--- src/rtl/motor_pkg.sv ---
// Shared definitions for the motor direction sequencer: bridge control codes,
// FSM state encoding, setpoint field positions and the decoded request type.
package motor_pkg;

    // H-bridge control codes
    localparam logic [1:0] CTRL_COAST = 2'b00;
    localparam logic [1:0] CTRL_FWD   = 2'b01;
    localparam logic [1:0] CTRL_REV   = 2'b10;
    localparam logic [1:0] CTRL_BRAKE = 2'b11;

    // Sequencer state encoding
    localparam logic [2:0] ST_STOP    = 3'd0;
    localparam logic [2:0] ST_RUN_FWD = 3'd1;
    localparam logic [2:0] ST_RUN_REV = 3'd2;
    localparam logic [2:0] ST_BRAKE   = 3'd3;
    localparam logic [2:0] ST_DEAD    = 3'd4;

    // Field positions for the reference 17-bit setpoint. A wider or narrower
    // setpoint keeps the 8-bit fraction and moves sign/magnitude MSB with it.
    localparam int SETPOINT_WIDTH = 17;
    localparam int SIGN_BIT       = 16;
    localparam int MAG_MSB        = 15;
    localparam int MAG_LSB        = 8;

    typedef enum logic [1:0] {
        REQ_STOP = 2'd0,
        REQ_FWD  = 2'd1,
        REQ_REV  = 2'd2
    } req_t;

endpackage

--- src/rtl/seq_timer.sv ---
// Loadable down-counter used to time the BRAKE and DEAD dwell periods.
// Load wins over enable; the count parks at zero and zero is flagged combinationally.
module seq_timer #(
    parameter int CNT_WIDTH = 17
) (
    input  logic                 clk,
    input  logic                 rst_n,
    input  logic                 load,
    input  logic [CNT_WIDTH-1:0] load_value,
    input  logic                 enable,
    output logic                 zero
);

    logic [CNT_WIDTH-1:0] count;

    // NOTE: sequential state uses non-blocking assignments so every register
    // samples the pre-edge values, independent of always-block ordering.
    always_ff @(posedge clk or negedge rst_n) begin
        if (!rst_n) begin
            count <= '0;
        end else if (load) begin
            count <= load_value;
        end else if (enable && (count != '0)) begin
            count <= count - 1'b1;
        end
    end

    assign zero = (count == '0);

endmodule

--- src/rtl/motor_dir_sequencer.sv ---
// Safe-reversal sequencer between the velocity setpoint path and the H-bridge:
// any polarity change goes through BRAKE then DEAD (coast) before driving again.
module motor_dir_sequencer
    import motor_pkg::*;
#(
    parameter int N_DATAWIDTH     = 17,
    parameter int BRAKE_CYCLES    = 50000,
    parameter int DEADTIME_CYCLES = 500,
    parameter int CNT_WIDTH       = 17
) (
    input  logic                   MOTOR_DIR_SEQ_CLOCK_50,
    input  logic                   MOTOR_DIR_SEQ_RESET_InLow,
    input  logic [N_DATAWIDTH-1:0] MOTOR_DIR_SEQ_W_InBus,
    input  logic                   MOTOR_DIR_SEQ_W_LOAD_In,
    output logic [1:0]             MOTOR_DIR_SEQ_CONTROL_OutBus,
    output logic                   MOTOR_DIR_SEQ_PWM_EN_Out,
    output logic [N_DATAWIDTH-1:0] MOTOR_DIR_SEQ_W_OutBus,
    output logic                   MOTOR_DIR_SEQ_BUSY_Out
);

    localparam int WIDTH_SHIFT = N_DATAWIDTH - SETPOINT_WIDTH;
    localparam int SIGN_POS    = SIGN_BIT + WIDTH_SHIFT;
    localparam int MAG_POS_MSB = MAG_MSB + WIDTH_SHIFT;

    localparam logic [CNT_WIDTH-1:0] BRAKE_LOAD = CNT_WIDTH'(BRAKE_CYCLES - 1);
    localparam logic [CNT_WIDTH-1:0] DEAD_LOAD  = CNT_WIDTH'(DEADTIME_CYCLES - 1);

    logic                   clk;
    logic                   rst_n;
    logic [N_DATAWIDTH-1:0] setpoint;
    logic [2:0]             state;
    logic [2:0]             state_next;
    req_t                   req;
    logic                   timer_load;
    logic [CNT_WIDTH-1:0]   timer_value;
    logic                   timer_enable;
    logic                   timer_zero;

    assign clk   = MOTOR_DIR_SEQ_CLOCK_50;
    assign rst_n = MOTOR_DIR_SEQ_RESET_InLow;

    // Loads are accepted in every state; BRAKE/DEAD only consult the value at their exit.
    always_ff @(posedge clk or negedge rst_n) begin
        if (!rst_n) begin
            setpoint <= '0;
        end else if (MOTOR_DIR_SEQ_W_LOAD_In) begin
            setpoint <= MOTOR_DIR_SEQ_W_InBus;
        end
    end

    // A zero integer magnitude means stop, whatever the sign and fraction bits say.
    always_comb begin
        req = REQ_STOP;
        if (setpoint[MAG_POS_MSB:MAG_LSB] != '0) begin
            req = setpoint[SIGN_POS] ? REQ_REV : REQ_FWD;
        end
    end

    // NOTE: every signal written here gets a default first, so no path can
    // leave it unassigned and infer a latch.
    always_comb begin
        state_next  = state;
        timer_load  = 1'b0;
        timer_value = '0;
        case (state)
            ST_STOP: begin
                if (req == REQ_FWD) begin
                    state_next = ST_RUN_FWD;
                end else if (req == REQ_REV) begin
                    state_next = ST_RUN_REV;
                end
            end
            ST_RUN_FWD: begin
                if (req == REQ_STOP) begin
                    state_next = ST_STOP;
                end else if (req == REQ_REV) begin
                    state_next  = ST_BRAKE;
                    timer_load  = 1'b1;
                    timer_value = BRAKE_LOAD;
                end
            end
            ST_RUN_REV: begin
                if (req == REQ_STOP) begin
                    state_next = ST_STOP;
                end else if (req == REQ_FWD) begin
                    state_next  = ST_BRAKE;
                    timer_load  = 1'b1;
                    timer_value = BRAKE_LOAD;
                end
            end
            ST_BRAKE: begin
                if (timer_zero) begin
                    state_next  = ST_DEAD;
                    timer_load  = 1'b1;
                    timer_value = DEAD_LOAD;
                end
            end
            ST_DEAD: begin
                if (timer_zero) begin
                    case (req)
                        REQ_FWD: state_next = ST_RUN_FWD;
                        REQ_REV: state_next = ST_RUN_REV;
                        default: state_next = ST_STOP;
                    endcase
                end
            end
            default: state_next = ST_STOP;
        endcase
    end

    always_ff @(posedge clk or negedge rst_n) begin
        if (!rst_n) begin
            state <= ST_STOP;
        end else begin
            state <= state_next;
        end
    end

    assign timer_enable = (state == ST_BRAKE) || (state == ST_DEAD);

    seq_timer #(
        .CNT_WIDTH(CNT_WIDTH)
    ) u_timer (
        .clk        (clk),
        .rst_n      (rst_n),
        .load       (timer_load),
        .load_value (timer_value),
        .enable     (timer_enable),
        .zero       (timer_zero)
    );

    // Moore outputs: the bridge code depends on state alone, so it can never
    // step directly between drive polarities.
    always_comb begin
        case (state)
            ST_RUN_FWD: MOTOR_DIR_SEQ_CONTROL_OutBus = CTRL_FWD;
            ST_RUN_REV: MOTOR_DIR_SEQ_CONTROL_OutBus = CTRL_REV;
            ST_DEAD:    MOTOR_DIR_SEQ_CONTROL_OutBus = CTRL_COAST;
            default:    MOTOR_DIR_SEQ_CONTROL_OutBus = CTRL_BRAKE;
        endcase
    end

    assign MOTOR_DIR_SEQ_PWM_EN_Out = (state == ST_RUN_FWD) || (state == ST_RUN_REV);
    assign MOTOR_DIR_SEQ_BUSY_Out   = timer_enable;
    assign MOTOR_DIR_SEQ_W_OutBus   = MOTOR_DIR_SEQ_PWM_EN_Out ? setpoint : '0;

endmodule

--- config.mk ---
export PLATFORM = sky130hd
export DESIGN_NAME = motor_dir_sequencer
export DESIGN_NICKNAME = d
export VERILOG_FILES = /design/src/rtl/motor_pkg.sv /design/src/rtl/seq_timer.sv /design/src/rtl/motor_dir_sequencer.sv
export SDC_FILE = /design/constraint.sdc
export NUM_CORES = 1
export LEC_CHECK = 0
export CAP_MARGIN = 30
export CORE_UTILIZATION = 40
export CTS_BUF_LIST = sky130_fd_sc_hd__clkbuf_8
export CTS_CLUSTER_DIAMETER = 30
export DETAILED_ROUTE_END_ITERATION = 12
export PLACE_DENSITY_LB_ADDON = 0.1
export SYNTH_ARGS = -nofsm -noshare
export SYNTH_HDL_FRONTEND = slang
export SYNTH_SLANG_ARGS = --single-unit
--- constraint.sdc ---
create_clock -name MOTOR_DIR_SEQ_CLOCK_50 -period 2 [get_ports MOTOR_DIR_SEQ_CLOCK_50]
set_clock_uncertainty 0.15 [all_clocks]
set_input_delay 0.2 -clock MOTOR_DIR_SEQ_CLOCK_50 [delete_from_list [all_inputs] [get_ports MOTOR_DIR_SEQ_CLOCK_50]]
set_output_delay 0.2 -clock MOTOR_DIR_SEQ_CLOCK_50 [all_outputs]
set_load 0.01 [all_outputs]
==> results of run 1 <==
registers in the layout (all words and copies together), names as in the netlist:
name	count
state	3
u_timer.count	17
setpoint	17
timing repair:
action,CTS,global route
pin swaps,0,12
hold buffers,1,0
setup buffers,1,4
cloned,1,1
endpoints found under the hold margin,18,0
endpoints found under the setup margin,38,27
gates resized for setup,32,27
final cells by class:
cell class	instances	share of cell area, %
sequential	37	30.3
timing repair buffer	88	24.5
clock inverter	1	0.164
tap	67	2.74
multi-input combinational	148	39.6
clock buffer	5	2.25
inverter	4	0.491
layer usage:
layer	global-route usage, %	wire [um]	vias to the layer above
met5	0	0	-
met4	6.84	37	0
met3	5.08	228	4
met2	31.4	2490	45
met1	26.2	2320	862
li1	-	-	892
power breakdown:
group	internal, mW	switching [mW]
registers	0.881	0.126
clock network	0.229	0.243
logic	1.08	0.997
worst max-delay path: stages, from the launching register on:
cell and delay, ps:
sky130_fd_sc_hd__dfrtp_1 390, sky130_fd_sc_hd__buf_4 140, sky130_fd_sc_hd__or4_4 620, sky130_fd_sc_hd__nor3_1 270, sky130_fd_sc_hd__xor2_1 120, sky130_fd_sc_hd__a32o_1 210
per-stage QoR:
step / util (%) / setup slack [ps] / area (um2) / setup TNS, ps
after global routing: 63.1 / -93.8 / 3060 / -1870
after floorplan: - / 45.4 / 2070 / 0
after global placement: 57.9 / -113 / 2810 / -564
final: 63.1 / -7.42 / 3060 / -15.7
after detailed placement: 57.9 / -215 / 2810 / -1310
after CTS: 60.4 / -185 / 2930 / -186
cell families (layout without fill, tap and decap cells):
kind of cell	count (synthesis)	in the layout	share of synthesized area (%)
AOI/OAI and AO/OA	34	34	12.5
xor gates and xnor gates	7	7	2.97
adders and majority gates	2	2	1.21
buffers and inverters	14	98	3.57
DFF	37	37	44.8
muxes	19	19	10.2
and+or+nand+nor	85	86	24.7
cell usage in the layout (no fill, tap or decap), types with 4 or more instances in the layout:
master and n:
sky130_fd_sc_hd__and2_1 17, sky130_fd_sc_hd__buf_4 44, sky130_fd_sc_hd__clkbuf_8 5, sky130_fd_sc_hd__clkdlybuf4s50_1 18
sky130_fd_sc_hd__dfrtp_1 37, sky130_fd_sc_hd__dlygate4sd2_1 20, sky130_fd_sc_hd__mux2_2 17, sky130_fd_sc_hd__nand2_1 8
sky130_fd_sc_hd__nand2b_1 4, sky130_fd_sc_hd__nor2_1 11, sky130_fd_sc_hd__nor3_1 8, sky130_fd_sc_hd__nor4_2 6
sky130_fd_sc_hd__o21ai_0 4, sky130_fd_sc_hd__o21ai_1 9
worst max path at each step:
stage | from | endpoint | slack, ps
detailed placement | u_timer.count[0]$_DFFE_PN0P_ | state[0]$_DFFE_PN0P_ | -210
floorplan | u_timer.count[0]$_DFFE_PN0P_ | u_timer.count[2]$_DFFE_PN0P_ | 50
global placement | u_timer.count[0]$_DFFE_PN0P_ | u_timer.count[15]$_DFFE_PN0P_ | -110
CTS | state[1]$_DFFE_PN0P_ | MOTOR_DIR_SEQ_BUSY_Out | -180
global route | state[1]$_DFFE_PN0P_ | MOTOR_DIR_SEQ_W_OutBus[5] | -90
finish | u_timer.count[1]$_DFFE_PN0P_ | u_timer.count[13]$_DFFE_PN0P_ | -7
==> implementation parameters, run 1 <==
Parameter                              Value

Status
  Result of the run ... finished with violations
  Violations in the final reports ... negative setup slack

Clocking
  CTS tree ... done
  Cts bufs inserted ... 5
  CTS Sinks ... 37
  Master cell of the clock root buffer ... sky130_fd_sc_hd__clkbuf_8
  H-tree levels ... 2
  Maximum buffer depth of the clock tree ... 2
  Clk Latency, worst-skew pair ... between 200 and 300 ps
  Clock edge transition at the registers on the reported setup and hold paths ... 70 ps

Floorplanning
  Number of cell rows ... 25
  X dimension of the die ... around 74 um
  Die height ... ~74 um
  Effective utilization at floorplan ... around 43%
  Placeable Area ... slightly below 5000 um2
  Die Area ... between 5000 and 6000 um2
  I/O pin count ... around 40

Routing
  Pre-antenna DRT Iters ... 5
  Residual antenna-violating net count after detailed routing ... 0
  Post-DR wirelength/cell ... 14.5 um
  Detailed Route Iter0 Violations ... 76
  Residual DRC ... 0
  Vias post-DR ... 1803
  Ratio of routed vias to standard cells ... slightly above 5
  Post-Route WL ... roughly 5100 um

Timing
  Final hold vios ... 0
  RSZ-0062 raised after global routing ... true
  Time the worst path needs with I/O delays and setup ... roughly 2000 ps
  Worst slew slack as a fraction of its limit ... 69.6%
  Max Fclk ... about 0.5 GHz
  Worst hold slack ... around 250 ps
  Post-route clock period utilization ... 100%
  Measured slew at the worst slew-check pin ... ~460 ps
  Pins over their slew limit ... 0
  Setup slack after layout ... -7.42 ps
  Total of endpoints with negative setup slack in the final report ... 5

Critical path
  Required time at the worst-slack endpoint ... a little over 2000 ps
  Endpoint type of the worst setup path ... register
  Kind of launch point of the worst setup path ... register
  Worst Setup Path Type ... register to register
  Arrival time of data at the critical path endpoint ... 2030 ps
  FF-to-FF path depth ... 5
  Worst-path maximum fanout ... 8
  Register-to-register setup slack ... -7 ps
  End of the worst register-to-register path ... u_timer.count[13]$_DFFE_PN0P_
  Startpoint of the lowest-slack register-to-register path ... u_timer.count[1]$_DFFE_PN0P_

Power and ir drop
  Power per cell area ... approximately 1200 nW/um2
  Overall power consumption ... ~3.6 mW
  Leakage power summed over all cells ... ~1.3 nW
  Peak supply drop ... 0.000638 V

Layout
  Share of final-layout standard cells stronger than drive strength 1 ... a little over a third
  Layout filler cell count ... approximately 440
  Sequential cell area ... about 900 um2
  Finished Layout Cells ... 350
  Area growth from synthesis to layout ... 48.2%
  Multi-input gate area in the final layout ... between 1000 and 1500 um2
  Layout net count ... between 300 and 400
  Number of diodes added for antenna fixing ... 0

Yosys
  Post-synth ARST share ... 100%
  Register bit count reported by yosys ... 37
  Share of the synthesized area in the top cell type ... 44.8%
  Avg Synthesized Cell Area ... about 10 um2
  Count of mapped cells out of synthesis ... ~200
  Seq/Total Area, Yosys ... between 40% and 50%
  Number of unique standard cell types used by synthesis ... between 50 and 60
  Most used standard cells in the synthesized netlist ... sky130_fd_sc_hd__dfrtp_1 (37), sky130_fd_sc_hd__and2_1 (17), sky130_fd_sc_hd__mux2_2 (17), sky130_fd_sc_hd__nor2_1 (13), sky130_fd_sc_hd__o21ai_0 (11)
  Post-synthesis instance area ... 2070 um2
  Number of flops mapped to enable cells by yosys ... 0
  Post-synth net total ... 220
  Main area contributors after synthesis ... sky130_fd_sc_hd__dfrtp_1 (45%), sky130_fd_sc_hd__mux2_2 (9.3%), sky130_fd_sc_hd__and2_1 (5.1%)
  Largest area contributor in the synthesized netlist ... sky130_fd_sc_hd__dfrtp_1
  Post-synth top flop ... sky130_fd_sc_hd__dfrtp_1
  Synthesis Warnings ... 0
  Cell with the most instances after synthesis ... sky130_fd_sc_hd__dfrtp_1

Global routing
  Global route overflow ... 0
  Antenna violations before repair ... 0
  Total routing resource utilization after global routing ... between 10% and 20%
  Wire length of the first global-routing pass ... 8140 um
  Number of global-route vias before repair ... approximately 1800
  Pin count of the biggest net entering global routing ... 20

Place
  Placed cells ... ~340
  Routability-driven placement congestion ratio ... 0.805
  Post-DP HPWL ... about 3600 um
  Input/output buffers ... 40

Min path
  Path category of the worst min-delay check ... input pin to async pin

Run
  Number of maximum-capacitance constraint violations ... 0
No activity file was read; power rests on OpenSTA's default activity.
==> inputs of run 2 (changes only) <==
--- a/config.mk
+++ b/config.mk
@@ -11,6 +11,8 @@
 export CTS_CLUSTER_DIAMETER = 30
 export DETAILED_ROUTE_END_ITERATION = 12
 export PLACE_DENSITY_LB_ADDON = 0.1
+export SETUP_SLACK_MARGIN = 0.3
+export SLEW_MARGIN = 10
 export SYNTH_ARGS = -nofsm -noshare
 export SYNTH_HDL_FRONTEND = slang
 export SYNTH_SLANG_ARGS = --single-unit
==> run 2 against run 1 <==
Net effect: the flow still finishes with violations (negative setup slack); cell count increased by 5.1%; design area increased by 17%; hold slack improved by 92 ps; highest routed layer unchanged.
==> implementation parameters, run 2 (same netlist as run 1, synthesis figures left out) <==
Parameter                              Value

Floorplanning
  Placeable Area ... 4850 um2 (unchanged)
  Effective utilization at floorplan ... 42.6% (unchanged)
  Number of cell rows ... 25 (unchanged)
  Die height ... 73.9 um (unchanged)
  Die Area ... 5460 um2 (unchanged)
  X dimension of the die ... 73.9 um (unchanged)
  I/O pin count ... 41 (unchanged)

Timing
  Worst slew slack as a fraction of its limit ... 67.4% (was 69.6%)
  Setup slack after layout ... -10.4 ps (was -7.42 ps)
  Pins over their slew limit ... 0 (unchanged)
  Max Fclk ... 0.497 GHz (was 0.498 GHz)
  Post-route clock period utilization ... 101% (was 100%)
  Total of endpoints with negative setup slack in the final report ... 1 (was 5)
  Summed negative setup slack over all endpoints ... -10.4 ps (was -15.7 ps)
  Measured slew at the worst slew-check pin ... 489 ps (was 456 ps)
  Worst hold slack ... 337 ps (was 246 ps)
  Final hold vios ... 0 (unchanged)
  Time the worst path needs with I/O delays and setup ... 2010 ps (about the same)
  RSZ-0062 raised after global routing ... true (unchanged)

Critical path
  Number of buffers and inverters on the critical path ... 2 (was 1)
  Startpoint of the lowest-slack register-to-register path ... u_timer.count[0]$_DFFE_PN0P_ (was u_timer.count[1]$_DFFE_PN0P_)
  Register-to-register setup slack ... -10 ps (was -7 ps)
  Family with the most delay on the worst path ... simple AND/OR/NAND/NOR gates (unchanged)
  Arrival time of data at the critical path endpoint ... 2050 ps (was 2030 ps)
  Cell-by-cell trace of the critical path ... buf_6, or4_4, buf_4, nor3_4, xor2_1, a32o_1 (was buf_4, or4_4, nor3_1, xor2_1, a32o_1)
  Required time at the worst-slack endpoint ... 2040 ps (was 2020 ps)
  End of the worst register-to-register path ... u_timer.count[13]$_DFFE_PN0P_ (unchanged)
  Instance count on the critical path ... 6 (was 5)
  Slowest library cell on the worst path ... sky130_fd_sc_hd__or4_4 (unchanged)
  Max incr delay on CP ... 620 ps (about the same)
  Worst-path maximum fanout ... 8 (unchanged)
  Kind of launch point of the worst setup path ... register (unchanged)
  Endpoint type of the worst setup path ... register (unchanged)
  FF-to-FF path depth ... 6 (was 5)
  Worst Setup Path Type ... register to register (unchanged)

Layout
  Area growth from synthesis to layout ... 72.8% (was 48.2%)
  Number of diodes added for antenna fixing ... 0 (unchanged)
  Layout net count ... 324 (was 306)
  Most common cell after layout, fill and taps aside ... sky130_fd_sc_hd__buf_4 (unchanged)
  Largest regs ... setpoint (17), u_timer.count (17), state (3) (unchanged)
  Leading cell types in the layout, fill and taps excluded ... sky130_fd_sc_hd__buf_4 (42), sky130_fd_sc_hd__buf_6 (41), sky130_fd_sc_hd__dfrtp_1 (35) (was sky130_fd_sc_hd__buf_4 (44), sky130_fd_sc_hd__dfrtp_1 (37), sky130_fd_sc_hd__dlygate4sd2_1 (20))
  Share of final-layout standard cells stronger than drive strength 1 ... 62.8% (was 36.4%)
  Layout filler cell count ... 310 (was 436)

Place
  Dpl ws ... -47.7 ps (was -215 ps)
  Post-DP HPWL ... 3360 um (was 3620 um)
  Input/output buffers ... 40 (unchanged)
  Routability-driven placement congestion ratio ... 0.766 (was 0.805)

Global routing
  Pin count of the biggest net entering global routing ... 38 (was 20)
  Antenna violations before repair ... 0 (unchanged)
  Total routing resource utilization after global routing ... 23.4% (was 19.8%)
  Wire length of the first global-routing pass ... 9560 um (was 8140 um)
  Number of global-route vias before repair ... 1963 (was 1787)
  Global route overflow ... 0 (unchanged)

Clocking
  CTS tree ... done (unchanged)
  Clk Latency, worst-skew pair ... 290 ps (was 280 ps)
  Cts bufs inserted ... 5 (unchanged)
  Master cell of the clock root buffer ... sky130_fd_sc_hd__clkbuf_8 (unchanged)
  H-tree levels ... 2 (unchanged)
  Clock edge transition at the registers on the reported setup and hold paths ... 80 ps (was 70 ps)
  Maximum buffer depth of the clock tree ... 2 (unchanged)
  CTS Sinks ... 37 (unchanged)

Routing
  Detailed Route Iter0 Violations ... 77 (was 76)
  Residual antenna-violating net count after detailed routing ... 0 (unchanged)
  Post-DR wirelength/cell ... 16.8 um (was 14.5 um)
  Residual DRC ... 0 (unchanged)
  Pre-antenna DRT Iters ... 4 (was 5)
  Post-Route WL ... 6180 um (was 5080 um)
  Vias post-DR ... 1971 (was 1803)
  Ratio of routed vias to standard cells ... 5.36 (was 5.15)

Status
  Violations in the final reports ... negative setup slack (unchanged)
  Result of the run ... finished with violations (unchanged)

Run
  Number of maximum-capacitance constraint violations ... 0 (unchanged)

Power and ir drop
  Peak supply drop ... 0.00127 V (was 0.000638 V)
  Power per cell area ... 1350 nW/um2 (was 1160 nW/um2)
  Leakage power summed over all cells ... 1.50 nW (was 1.33 nW)
  Overall power consumption ... 4.83 mW (was 3.56 mW)

Min path
  Path category of the worst min-delay check ... input pin to async pin (unchanged)
## run 2: changes by cell type in the layout (fill, tap and decap cells not counted), moves of 3 or more
cell                            delta
sky130_fd_sc_hd__and2_1           -17
sky130_fd_sc_hd__and2_4           +17
sky130_fd_sc_hd__buf_6            +40
sky130_fd_sc_hd__dlygate4sd2_1    -20
sky130_fd_sc_hd__nand2_1           -4
sky130_fd_sc_hd__nor3_1            -5
sky130_fd_sc_hd__nor3_4            +3
sky130_fd_sc_hd__nor4_2            -4
sky130_fd_sc_hd__nor4_4            +4
sky130_fd_sc_hd__o21ai_0           -4
sky130_fd_sc_hd__o21ai_2           +6
## run 2: routing by layer
layer  global-route usage, %  part of all wire (%)
met1                    28.2                    40
met2                    41.3                    54
met3                    4.80                   4.2
met4                    8.33                   1.5
met5                       0                     0
## run 2: worst max path at each step
stage                                      start  slack, ps                             to
finish              u_timer.count[0]$_DFFE_PN0P_        -10  u_timer.count[13]$_DFFE_PN0P_
global route        u_timer.count[0]$_DFFE_PN0P_       -110   u_timer.count[7]$_DFFE_PN0P_
floorplan           u_timer.count[0]$_DFFE_PN0P_        130  u_timer.count[10]$_DFFE_PN0P_
detailed placement  u_timer.count[0]$_DFFE_PN0P_        -50   u_timer.count[2]$_DFFE_PN0P_
global placement    u_timer.count[0]$_DFFE_PN0P_        -20   u_timer.count[3]$_DFFE_PN0P_
CTS                 u_timer.count[1]$_DFFE_PN0P_         20   u_timer.count[8]$_DFFE_PN0P_
## run 2: worst register-to-register path, stage by stage (launching register included)
cell	delay (ps)
sky130_fd_sc_hd__dfrtp_1	410
sky130_fd_sc_hd__buf_6	130
sky130_fd_sc_hd__or4_4	620
sky130_fd_sc_hd__buf_4	180
sky130_fd_sc_hd__nor3_4	110
sky130_fd_sc_hd__xor2_1	90
sky130_fd_sc_hd__a32o_1	210
## run 2: layout make-up
| cell class | instances | area, um2 | share of cell area (%) |
|---|---|---|---|
| Clock inverter | 1 | 5.00 | 0.140 |
| Timing Repair Buffer | 106 | 997 | 27.9 |
| Sequential cell | 37 | 928 | 26.0 |
| Multi-Input combinational cell | 148 | 1460 | 41.0 |
| Clock buffer | 5 | 68.8 | 1.93 |
| Inverter | 4 | 22.5 | 0.631 |
| Tap cell | 67 | 83.8 | 2.35 |
## run 2: through the flow
| stage | util, % | std cells | instance area, um2 |
|---|---|---|---|
| 2_1_floorplan | - | 198 | 2140 |
| 3_3_place_gp | 57.2 | 325 | 2780 |
| 3_5_place_dp | 57.2 | 325 | 2780 |
| 4_1_cts | 68.1 | 355 | 3300 |
| 5_1_grt | 73.6 | 368 | 3570 |
| 6_report | 73.6 | 368 | 3570 |
## run 2: power by group
part / switching, mW / internal [mW]
sequential: 0.151 / 0.881
clock: 0.263 / 0.229
combinational: 1.41 / 1.90
## run 2: what timing repair did
item	4_1_cts	5_1_grt
setup endpoints to repair	41	40
hold endpoints to repair	37	0
hold buffers	1	0
gates resized for setup	171	47
cloned	4	0
buffers inserted	19	13
pin swaps	36	26
==> inputs of run 3 (changes only) <==
--- a/config.mk
+++ b/config.mk
@@ -6,8 +6,8 @@
 export NUM_CORES = 1
 export LEC_CHECK = 0
 export CAP_MARGIN = 30
+export CORE_ASPECT_RATIO = 1.2
 export CORE_UTILIZATION = 40
-export CTS_BUF_LIST = sky130_fd_sc_hd__clkbuf_8
 export CTS_CLUSTER_DIAMETER = 30
 export DETAILED_ROUTE_END_ITERATION = 12
 export PLACE_DENSITY_LB_ADDON = 0.1
==> run 3 against run 2 <==
Net effect: sequential share of layout area is 0.15 points higher; register-to-register slack worse by 40 ps; combinational power is 6.9% lower; critical path type unchanged; highest routed layer unchanged; core utilization is 1.7 points lower; sequential cell count stayed put; clock power is 21% higher; critical path depth stayed put; sequential power hardly changed; via count is 0.71% higher; non-clock buffer count is 1 higher; die area hardly changed; the flow still finishes with violations (negative setup slack).
==> implementation parameters, run 3 (same netlist as run 1, synthesis figures left out) <==
Parameter                              Value

Routing
  Pre-antenna DRT Iters ... 4 (unchanged)
  DR top layer ... met4 (unchanged)
  Detailed Route Iter0 Violations ... 74 (was 77)
  Post-Route WL ... 6380 um (was 6180 um)
  DRT met1 WL ... 2650 um (was 2490 um)
  Sum of met2 wire segment lengths after detailed routing ... 3320 um (was 3330 um)
  Vias post-DR ... 1985 (was 1971)
  Residual antenna-violating net count after detailed routing ... 0 (unchanged)
  Ratio of routed vias to standard cells ... 5.44 (was 5.36)
  Residual DRC ... 0 (unchanged)
  Met3 WL ... 247 um (was 261 um)
  Post-DR wirelength/cell ... 17.5 um (was 16.8 um)

Global routing
  Antenna violations before repair ... 0 (unchanged)
  Pin count of the biggest net entering global routing ... 38 (unchanged)
  Number of global-route vias before repair ... 2028 (was 1963)
  Total routing resource utilization after global routing ... 24.8% (was 23.4%)
  Wire length of the first global-routing pass ... 9750 um (was 9560 um)
  Global route overflow ... 0 (unchanged)

Clocking
  CTS tree ... done (unchanged)
  CTS Sinks ... 37 (unchanged)
  H-tree levels ... 2 (unchanged)
  Clock edge transition at the registers on the reported setup and hold paths ... 80 ps (about the same)
  Cts bufs inserted ... 5 (unchanged)
  Clk Latency, worst-skew pair ... 300 ps (was 290 ps)
  Maximum buffer depth of the clock tree ... 2 (unchanged)
  Master cell of the clock root buffer ... sky130_fd_sc_hd__clkbuf_8 (unchanged)

Timing
  Final hold vios ... 0 (unchanged)
  Time the worst path needs with I/O delays and setup ... 2050 ps (was 2010 ps)
  Worst hold slack ... 334 ps (was 337 ps)
  Post-route clock period utilization ... 102% (was 101%)
  Measured slew at the worst slew-check pin ... 492 ps (was 489 ps)
  Setup slack after layout ... -46.6 ps (was -10.4 ps)
  Total of endpoints with negative setup slack in the final report ... 5 (was 1)
  Pins over their slew limit ... 0 (unchanged)
  Max Fclk ... 0.489 GHz (was 0.497 GHz)
  Worst slew slack as a fraction of its limit ... 67.2% (was 67.4%)
  RSZ-0062 raised after global routing ... true (unchanged)

Layout
  Finished Layout Cells ... 365 (was 368)
  Layout filler cell count ... 361 (was 310)
  Number of diodes added for antenna fixing ... 0 (unchanged)
  Share of the core filled with cells in the final layout ... 72.0% (was 73.6%)
  Leading cell types in the layout, fill and taps excluded ... sky130_fd_sc_hd__buf_6 (40), sky130_fd_sc_hd__buf_4 (37), sky130_fd_sc_hd__dfrtp_1 (34) (was sky130_fd_sc_hd__buf_4 (42), sky130_fd_sc_hd__buf_6 (41), sky130_fd_sc_hd__dfrtp_1 (35))
  Largest regs ... setpoint (17), u_timer.count (17), state (3) (unchanged)
  Area growth from synthesis to layout ... 72.1% (was 72.8%)
  Share of final-layout standard cells stronger than drive strength 1 ... 59.0% (was 62.8%)
  Layout net count ... 326 (was 324)
  Most common cell after layout, fill and taps aside ... sky130_fd_sc_hd__buf_6 (was sky130_fd_sc_hd__buf_4)

Critical path
  Required time at the worst-slack endpoint ... 2030 ps (was 2040 ps)
  FF-to-FF path depth ... 6 (unchanged)
  Worst setup endpoint ... u_timer.count[13]$_DFFE_PN0P_ (unchanged)
  Kind of launch point of the worst setup path ... register (unchanged)
  End of the worst register-to-register path ... u_timer.count[13]$_DFFE_PN0P_ (unchanged)
  Crit. Startpoint ... u_timer.count[1]$_DFFE_PN0P_ (was u_timer.count[0]$_DFFE_PN0P_)
  Register-to-register setup slack ... -50 ps (was -10 ps)
  Startpoint of the lowest-slack register-to-register path ... u_timer.count[1]$_DFFE_PN0P_ (was u_timer.count[0]$_DFFE_PN0P_)
  Worst Setup Path Type ... register to register (unchanged)
  Endpoint type of the worst setup path ... register (unchanged)
  Arrival time of data at the critical path endpoint ... 2080 ps (was 2050 ps)
  Worst-path maximum fanout ... 7 (was 8)

Place
  Input/output buffers ... 40 (unchanged)
  Placed cells ... 316 (was 325)
  Routability-driven placement congestion ratio ... 0.811 (was 0.766)
  Post-DP HPWL ... 3500 um (was 3360 um)

Floorplanning
  Die height ... 80.7 um (was 73.9 um)
  Number of cell rows ... 28 (was 25)
  Placeable Area ... 4940 um2 (was 4850 um2)
  X dimension of the die ... 67.6 um (was 73.9 um)
  Effective utilization at floorplan ... 41.8% (was 42.6%)
  I/O pin count ... 41 (unchanged)
  Die Area ... 5460 um2 (about the same)

Power and ir drop
  Power per cell area ... 1320 nW/um2 (was 1350 nW/um2)
  Peak supply drop ... 0.000805 V (was 0.00127 V)
  Leakage power summed over all cells ... 1.54 nW (was 1.50 nW)

Run
  Number of maximum-capacitance constraint violations ... 0 (unchanged)

Status
  Result of the run ... finished with violations (unchanged)
  Violations in the final reports ... negative setup slack (unchanged)

Min path
  Path category of the worst min-delay check ... input pin to async pin (unchanged)
run 3: how the worst min path moves through the flow:
stage | from | cells after the start | slack (ps) | to
2_1_floorplan | MOTOR_DIR_SEQ_RESET_InLow | 0 | -250 | setpoint[0]$_DFFE_PN0P_
3_3_place_gp | MOTOR_DIR_SEQ_RESET_InLow | 2 | 140 | u_timer.count[5]$_DFFE_PN0P_
3_5_place_dp | MOTOR_DIR_SEQ_RESET_InLow | 2 | 130 | u_timer.count[5]$_DFFE_PN0P_
4_1_cts | MOTOR_DIR_SEQ_W_InBus[7] | 2 | 350 | setpoint[7]$_DFFE_PN0P_
5_1_grt | MOTOR_DIR_SEQ_W_InBus[7] | 2 | 360 | setpoint[7]$_DFFE_PN0P_
6_report | MOTOR_DIR_SEQ_RESET_InLow | 3 | 330 | state[0]$_DFFE_PN0P_
run 3: through the flow:
stage               setup WS [ps]  TNS (ps)  cell area (um2)  power [mW]
CTS                         -5.56     -5.56             3350        4.47
global route                 -132      -994             3550        4.95
floorplan                     130         0             2140        2.06
detailed placement          -43.8      -140             2750        2.95
global placement            -5.80     -7.46             2750        2.94
finish                      -46.6      -148             3550        4.70
run 3: cell type report:
| cell class | instances | area [um2] | share of cell area [%] |
|---|---|---|---|
| Inverter | 4 | 22.5 | 0.634 |
| Clock inverter | 1 | 5.00 | 0.141 |
| Timing Repair Buffer | 107 | 988 | 27.8 |
| Multi-Input combinational cell | 149 | 1440 | 40.4 |
| Tap cell | 60 | 75.1 | 2.11 |
| Sequential cell | 37 | 930 | 26.2 |
| Clock buffer | 7 | 96.3 | 2.71 |
run 3: where the power goes:
group          switching [mW]  total [mW]  internal (mW)  leakage, nW
sequential              0.137        1.02          0.883        0.439
clock                   0.282       0.593          0.312       0.0542
combinational            1.37        3.08           1.71         1.05
total                    1.79        4.70           2.90         1.54
run 3: worst max-delay path, cell delays in order (launching register included):
cell	delay [ps]
sky130_fd_sc_hd__dfrtp_1	410
sky130_fd_sc_hd__buf_6	130
sky130_fd_sc_hd__or4_4	610
sky130_fd_sc_hd__buf_6	170
sky130_fd_sc_hd__nor3_4	140
sky130_fd_sc_hd__xor2_1	110
sky130_fd_sc_hd__a32o_1	210
run 3: layer usage:
layer / vias to the layer above / track usage, %
met2: 49 / 42.9
li1: 929 / -
met1: 992 / 27.6
met3: 15 / 6.25
met5: - / 0
met4: 0 / 11.9
run 3: what timing repair did:
item	4_1_cts	5_1_grt
pin swaps	29	10
hold buffers	1	0
setup buffers	23	12
hold endpoints to repair	37	0
setup endpoints to repair	41	41
cloned	5	0
gates resized for setup	174	27
